**config.mk**
```make
export PLATFORM = sky130hd
export DESIGN_NAME = lsu_ctrl
export DESIGN_NICKNAME = d
export VERILOG_FILES = /design/src/rtl/lsu_ctrl_pkg.sv /design/src/rtl/lsu_align.sv /design/src/rtl/lsu_ctrl.sv
export SDC_FILE = /design/constraint.sdc
export NUM_CORES = 1
export LEC_CHECK = 0
export CORE_ASPECT_RATIO = 0.9
export CORE_MARGIN = 1.5
export CORE_UTILIZATION = 25
export CTS_CLUSTER_DIAMETER = 60
export DETAILED_ROUTE_END_ITERATION = 8
export HOLD_SLACK_MARGIN = 0.06
export PLACE_DENSITY = 0.57
export SLEW_MARGIN = 30
export SYNTH_ARGS = -nofsm -noshare
export SYNTH_HDL_FRONTEND = slang
export SYNTH_SLANG_ARGS = --single-unit
```
**constraint.sdc**
```tcl
create_clock -name clk -period 1.9 [get_ports clk]
set_input_delay 0.19 -clock clk [delete_from_list [all_inputs] [get_ports clk]]
set_output_delay 0.19 -clock clk [all_outputs]
set_load 0.005 [all_outputs]
```
**src/rtl/lsu_ctrl_pkg.sv**
```systemverilog
// Shared DTCM widths, access-size codes and LSU FSM state encoding.
package lsu_ctrl_pkg;

    localparam int unsigned DTCM_ADDR_WIDTH = 16;
    localparam int unsigned DTCM_RAM_DW     = 32;
    localparam int unsigned DTCM_RAM_MW     = 4;

    typedef enum logic [1:0] {
        LSU_SIZE_B = 2'd0,
        LSU_SIZE_H = 2'd1,
        LSU_SIZE_W = 2'd2,
        LSU_SIZE_X = 2'd3
    } lsu_size_e;

    typedef enum logic [1:0] {
        LSU_ST_IDLE = 2'd0,
        LSU_ST_CMD  = 2'd1,
        LSU_ST_RSP  = 2'd2,
        LSU_ST_WB   = 2'd3
    } lsu_state_e;

endpackage

```
**src/rtl/lsu_align.sv**
```systemverilog
// Combinational store lane alignment, misalign detection and load extraction/extension.
module lsu_align
    import lsu_ctrl_pkg::*;
#(
    parameter int unsigned DW = 32,
    parameter int unsigned MW = 4
) (
    input  logic [1:0]    st_addr_i,
    input  lsu_size_e     st_size_i,
    input  logic [DW-1:0] st_wdata_i,
    output logic [MW-1:0] st_wmask_o,
    output logic [DW-1:0] st_wdata_o,
    output logic          st_err_o,
    input  logic [1:0]    ld_addr_i,
    input  lsu_size_e     ld_size_i,
    input  logic          ld_unsigned_i,
    input  logic [DW-1:0] ld_rdata_i,
    output logic [DW-1:0] ld_data_o
);

    logic [DW-1:0] ld_shifted;
    logic          ld_sx;

    always_comb begin
        st_wmask_o = '0;
        st_wdata_o = '0;
        st_err_o   = 1'b0;
        case (st_size_i)
            LSU_SIZE_B: begin
                st_wmask_o = MW'(1) << st_addr_i;
                st_wdata_o = {(DW/8){st_wdata_i[7:0]}};
            end
            LSU_SIZE_H: begin
                st_wmask_o = MW'(3) << {st_addr_i[1], 1'b0};
                st_wdata_o = {(DW/16){st_wdata_i[15:0]}};
                st_err_o   = st_addr_i[0];
            end
            LSU_SIZE_W: begin
                st_wmask_o = '1;
                st_wdata_o = st_wdata_i;
                st_err_o   = |st_addr_i;
            end
            default: st_err_o = 1'b1;
        endcase
    end

    always_comb begin
        ld_shifted = ld_rdata_i >> {ld_addr_i, 3'b000};
        ld_sx      = ~ld_unsigned_i;
        ld_data_o  = ld_rdata_i;
        case (ld_size_i)
            LSU_SIZE_B: ld_data_o = {{(DW-8){ld_sx & ld_shifted[7]}}, ld_shifted[7:0]};
            LSU_SIZE_H: ld_data_o = {{(DW-16){ld_sx & ld_shifted[15]}}, ld_shifted[15:0]};
            default:    ld_data_o = ld_rdata_i;
        endcase
    end

endmodule

```
**src/rtl/lsu_ctrl.sv**
```systemverilog
// Single-outstanding load/store controller between the EXU, the DTCM bus and write-back.
module lsu_ctrl
    import lsu_ctrl_pkg::*;
#(
    parameter int unsigned AW = DTCM_ADDR_WIDTH,
    parameter int unsigned DW = DTCM_RAM_DW,
    parameter int unsigned MW = DTCM_RAM_MW
) (
    input  logic          clk,
    input  logic          rst_n,
    input  logic          exu2lsu_req_valid,
    output logic          exu2lsu_req_ready,
    input  logic          exu2lsu_req_read,
    input  logic [1:0]    exu2lsu_req_size,
    input  logic          exu2lsu_req_unsigned,
    input  logic [AW-1:0] exu2lsu_req_addr,
    input  logic [DW-1:0] exu2lsu_req_wdata,
    input  logic [4:0]    exu2lsu_req_rd,
    output logic          lsu2wb_valid,
    input  logic          lsu2wb_ready,
    output logic          lsu2wb_we,
    output logic [4:0]    lsu2wb_rd,
    output logic [DW-1:0] lsu2wb_rdata,
    output logic          lsu2wb_err,
    output logic          lsu2dtcm_cmd_valid,
    input  logic          lsu2dtcm_cmd_ready,
    output logic          lsu2dtcm_cmd_read,
    output logic [AW-1:0] lsu2dtcm_cmd_addr,
    output logic [DW-1:0] lsu2dtcm_cmd_wdata,
    output logic [MW-1:0] lsu2dtcm_cmd_wmask,
    input  logic          lsu2dtcm_rsp_valid,
    output logic          lsu2dtcm_rsp_ready,
    input  logic [DW-1:0] lsu2dtcm_rsp_rdata
);

    lsu_state_e    state_q, state_d;
    logic [AW-1:0] addr_q;
    lsu_size_e     size_q;
    logic          uns_q;
    logic          read_q;
    logic [4:0]    rd_q;
    logic [DW-1:0] wdata_q;
    logic [MW-1:0] wmask_q;
    logic          err_q;
    logic [DW-1:0] rdata_q;

    logic [MW-1:0] al_wmask;
    logic [DW-1:0] al_wdata;
    logic          al_err;
    logic [DW-1:0] al_ldata;
    logic          req_hs;
    logic          rsp_hs;

    lsu_align #(.DW(DW), .MW(MW)) u_align (
        .st_addr_i     (exu2lsu_req_addr[1:0]),
        .st_size_i     (lsu_size_e'(exu2lsu_req_size)),
        .st_wdata_i    (exu2lsu_req_wdata),
        .st_wmask_o    (al_wmask),
        .st_wdata_o    (al_wdata),
        .st_err_o      (al_err),
        .ld_addr_i     (addr_q[1:0]),
        .ld_size_i     (size_q),
        .ld_unsigned_i (uns_q),
        .ld_rdata_i    (lsu2dtcm_rsp_rdata),
        .ld_data_o     (al_ldata)
    );

    assign req_hs = exu2lsu_req_valid & exu2lsu_req_ready;
    assign rsp_hs = lsu2dtcm_rsp_valid & lsu2dtcm_rsp_ready;

    always_comb begin
        state_d            = state_q;
        exu2lsu_req_ready  = 1'b0;
        lsu2dtcm_cmd_valid = 1'b0;
        lsu2dtcm_rsp_ready = 1'b0;
        lsu2wb_valid       = 1'b0;
        case (state_q)
            LSU_ST_IDLE: begin
                exu2lsu_req_ready = 1'b1;
                if (exu2lsu_req_valid) state_d = al_err ? LSU_ST_WB : LSU_ST_CMD;
            end
            LSU_ST_CMD: begin
                lsu2dtcm_cmd_valid = 1'b1;
                if (lsu2dtcm_cmd_ready) state_d = LSU_ST_RSP;
            end
            LSU_ST_RSP: begin
                lsu2dtcm_rsp_ready = 1'b1;
                if (lsu2dtcm_rsp_valid) state_d = LSU_ST_WB;
            end
            default: begin
                lsu2wb_valid = 1'b1;
                if (lsu2wb_ready) state_d = LSU_ST_IDLE;
            end
        endcase
    end

    always_ff @(posedge clk or negedge rst_n) begin
        if (!rst_n) state_q <= LSU_ST_IDLE;
        else        state_q <= state_d;
    end

    // Loads and faulting accesses carry an all-zero mask/data so the payload never enables a write.
    always_ff @(posedge clk or negedge rst_n) begin
        if (!rst_n) begin
            addr_q  <= '0;
            size_q  <= LSU_SIZE_B;
            uns_q   <= 1'b0;
            read_q  <= 1'b0;
            rd_q    <= '0;
            wdata_q <= '0;
            wmask_q <= '0;
            err_q   <= 1'b0;
            rdata_q <= '0;
        end else begin
            if (req_hs) begin
                addr_q  <= exu2lsu_req_addr;
                size_q  <= lsu_size_e'(exu2lsu_req_size);
                uns_q   <= exu2lsu_req_unsigned;
                read_q  <= exu2lsu_req_read;
                rd_q    <= exu2lsu_req_rd;
                err_q   <= al_err;
                wmask_q <= (exu2lsu_req_read || al_err) ? '0 : al_wmask;
                wdata_q <= (exu2lsu_req_read || al_err) ? '0 : al_wdata;
                rdata_q <= '0;
            end
            if (rsp_hs) rdata_q <= read_q ? al_ldata : '0;
        end
    end

    assign lsu2dtcm_cmd_read  = read_q;
    assign lsu2dtcm_cmd_addr  = {addr_q[AW-1:2], 2'b00};
    assign lsu2dtcm_cmd_wdata = wdata_q;
    assign lsu2dtcm_cmd_wmask = wmask_q;
    assign lsu2wb_we          = read_q & ~err_q;
    assign lsu2wb_rd          = rd_q;
    assign lsu2wb_rdata       = rdata_q;
    assign lsu2wb_err         = err_q;

endmodule

```
==> metrics.cfg <==
[run_status]
status = completed

[floorplan]
dieArea_mm2 = 0.0197
initial_core_util_pct = 25.5
ios = 191
dieWidth_um = 148
num_rows = 47
coreArea_mm2 = 0.0185
die-height_um = 133

[route]
drc = 0
viasPerCell = 4.67
first_pass_iters = 4
wire_per_inst_um = 16.8
wl_um = 14900
route.vias.total = 4141
drt-initial-drc-count = 187
drtAntennaViolNets = 0

[synthesis]
synth.largest_area_cell = dfrtp_1
syn_area_per_cell_um2 = 10.6
ys_ff_latch = 96
synth.area.top_cells = dfrtp_1, mux2_2, mux2i_1
synth_ff_type = dfrtp_1
synth_area_mm2 = 0.00472
synth_cell_types = 42
async_flop_share_pct = 100
synth_cells = 447
seq_area_frac_synth_pct = 50.9
synth-edff-count = 0
yosys_warnings = 0
synth_top_area_share_pct = 50.9

[cells_and_area]
fin_cells = 887
layout.nets = 736
post-route-util_pct = 39.7
multiInputGateArea_mm2 = 0.00205
final_common_cell = clkdlybuf4s50_1
antenna_cells = 0
most-common-layout-cells = clkdlybuf4s50_1, dfrtp_1, nand2_1, o21ai_0, buf_4
area_delta_synth_final_pct = 55.2
stdcell_area_mm2 = 0.00732
fillers = 1811
seq_area_mm2 = 0.00240
drive_above_1_share_pct = 16.8

[clocking]
clk_pin_slew_ns = 0.06
cts_sinks = 96
cts_max_level = 3
cts.path.max_buffers = 2
clk-insertion-delay-late_ns = 0.35
tritoncts = built
cts_root_buffer = clkbuf_16
cts-buffers-inserted = 9

[setup_path]
crit_type = register to output port
cp_data_arrival_time_ns = 1.64
crit_path_max_fanout = 5
worst_ep_required_time_ns = 1.71
r2r.worst_path.cells = 6
startpoint_type = register
cp-end-kind = output port
worst-r2r-setup-slack_ns = 0.17
rr_endpoint = lsu2dtcm_cmd_wdata[23]$_DFFE_PN0P_
r2r_start = state_q[0]$_DFFE_PN0P_

[power_and_ir_drop]
ir_drop_uv = 502
p_sw_share_pct = 31.6
combPwrFrac_pct = 45.4
power_density_mw_per_mm2 = 1370
p_leak_nw = 3.28
p_int_mw = 6.84
p_clk_share_pct = 20.2
switchingPower_mw = 3.16
p_seq_share_pct = 34.4

[timing]
max_freq_mhz = 547
fin_crit_ns = 1.83
maxSlewHeadroom_pct = 64.6
period_share_pct = 96.3
drv_slew = 0
hold_viol = 0
setup_violations = 0
tightest_slew_ns = 0.531
rsz0062_at_grt = false
fin_worst_skew_ns = 0.00768

[global_routing]
grtUsageTotal_pct = 15.5
grt_overflow_total = 0
antenna_found_initial = 0
grt_pass1_vias = 4329
grt_max_degree = 41
grt_pass1_wl_um = 23700

[place]
hpwl_um = 11300
io_buffers = 188
place_inst = 868
dpl-instance-area_mm2 = 0.00694
gp_congestion = 0.861

[min_path]
hold_path_class = input pin to async pin

[flow_run]
cap_violations = 0

## sequential cells by signal (all words and copies together), names as in the netlist
register            cells
lsu2wb_err              1
size_q                  2
lsu2dtcm_cmd_wmask      4
state_q                 2
addr_q                 16
lsu2dtcm_cmd_read       1
lsu2wb_rd               5
uns_q                   1
lsu2dtcm_cmd_wdata     32
lsu2wb_rdata           32
## layer usage
layer,routed length [um],GRT usage [%],vias up
met5,0,0,-
met4,260,4.94,0
met3,1440,5.92,19
met2,6880,25.1,182
met1,6310,19.1,2007
li1,-,-,1933
## what timing repair did
| action | CTS | global route |
|---|---|---|
| gates cloned | 0 | 0 |
| buffers inserted | 0 | 2 |
| hold buffers | 1 | 0 |
| resized for setup | 5 | 2 |
| endpoints found under the hold margin | 34 | 0 |
| endpoints found under the setup margin | 9 | 2 |
## layout make-up
type / count / share of cell area, %
repair buffers: 223 / 30.0
well taps: 245 / 4.19
clock buffers: 11 / 3.45
clock inverters: 5 / 1.08
inverters: 8 / 0.410
flip-flops and latches: 96 / 32.8
multi-input cells: 299 / 28.1
## per-stage QoR
step	hold slack [ns]	setup TNS, ns	setup slack [ns]	power, mW
2_1_floorplan	-0.106	0	0.119	5.50
3_3_place_gp	0.199	-0.250	-0.0604	7.90
3_5_place_dp	0.207	-0.349	-0.0731	8.00
4_1_cts	0.367	0	0.00112	10.1
5_1_grt	0.394	0	0.0233	10.7
6_report	0.359	0	0.0711	10.0
## cell usage after synthesis, types with 4 or more instances
| library cell | number |
|---|---|
| ha_1 | 4 |
| a21o_1 | 8 |
| mux2i_1 | 19 |
| nand3_2 | 8 |
| mux2_2 | 26 |
| nor2b_1 | 12 |
| a22oi_1 | 25 |
| and2_1 | 7 |
| o21ai_2 | 10 |
| nor2_1 | 22 |
| a22o_1 | 18 |
| buf_4 | 16 |
| inv_1 | 8 |
| nand2_1 | 49 |
| buf_2 | 8 |
| a21oi_1 | 25 |
| dfrtp_1 | 96 |
| o21ai_0 | 32 |
| clkbuf_1 | 17 |
| nand2b_1 | 8 |
## logic make-up (layout without fill, tap and decap cells)
kind of cell / after synthesis / count (layout) / share of synthesized area [%]
compound gates: 130 / 130 / 18.6
fa+ha+maj: 4 / 4 / 1.06
buf+inv: 53 / 247 / 6.18
flops: 96 / 96 / 50.9
mux: 46 / 46 / 10.6
other cells: 1 / 2 / 0.0795
simple gates: 117 / 117 / 12.6
## power by group through the flow
| stage | registers [mW] | clock network (mW) | logic, mW |
|---|---|---|---|
| 5_1_grt | 3.55 | 2.18 | 4.97 |
| 2_1_floorplan | 3.37 | 0 | 2.13 |
| 6_report | 3.44 | 2.02 | 4.54 |
| 3_3_place_gp | 3.42 | 0 | 4.48 |
| 3_5_place_dp | 3.46 | 0 | 4.54 |
| 4_1_cts | 3.45 | 2.10 | 4.57 |
## how the worst max path moves through the flow
stage                           startpoint                      endpoint  slack (ns)
global placement        lsu2dtcm_rsp_valid  lsu2wb_rdata[14]$_DFFE_PN0P_       -0.06
global route        state_q[0]$_DFFE_PN0P_            lsu2dtcm_rsp_ready        0.02
floorplan           state_q[0]$_DFFE_PN0P_  lsu2wb_rdata[14]$_DFFE_PN0P_        0.12
detailed placement      lsu2dtcm_rsp_valid  lsu2wb_rdata[14]$_DFFE_PN0P_       -0.07
CTS                 state_q[0]$_DFFE_PN0P_             exu2lsu_req_ready       0.001
finish              state_q[0]$_DFFE_PN0P_            lsu2dtcm_rsp_ready        0.07
## critical path, stage by stage, from the launching register on
cell             delay (ns)
dfrtp_1                0.41
inv_2                  0.11
ha_4                   0.14
buf_4                  0.13
clkdlybuf4s50_1        0.50
No activity file was read; power rests on OpenSTA's default activity.
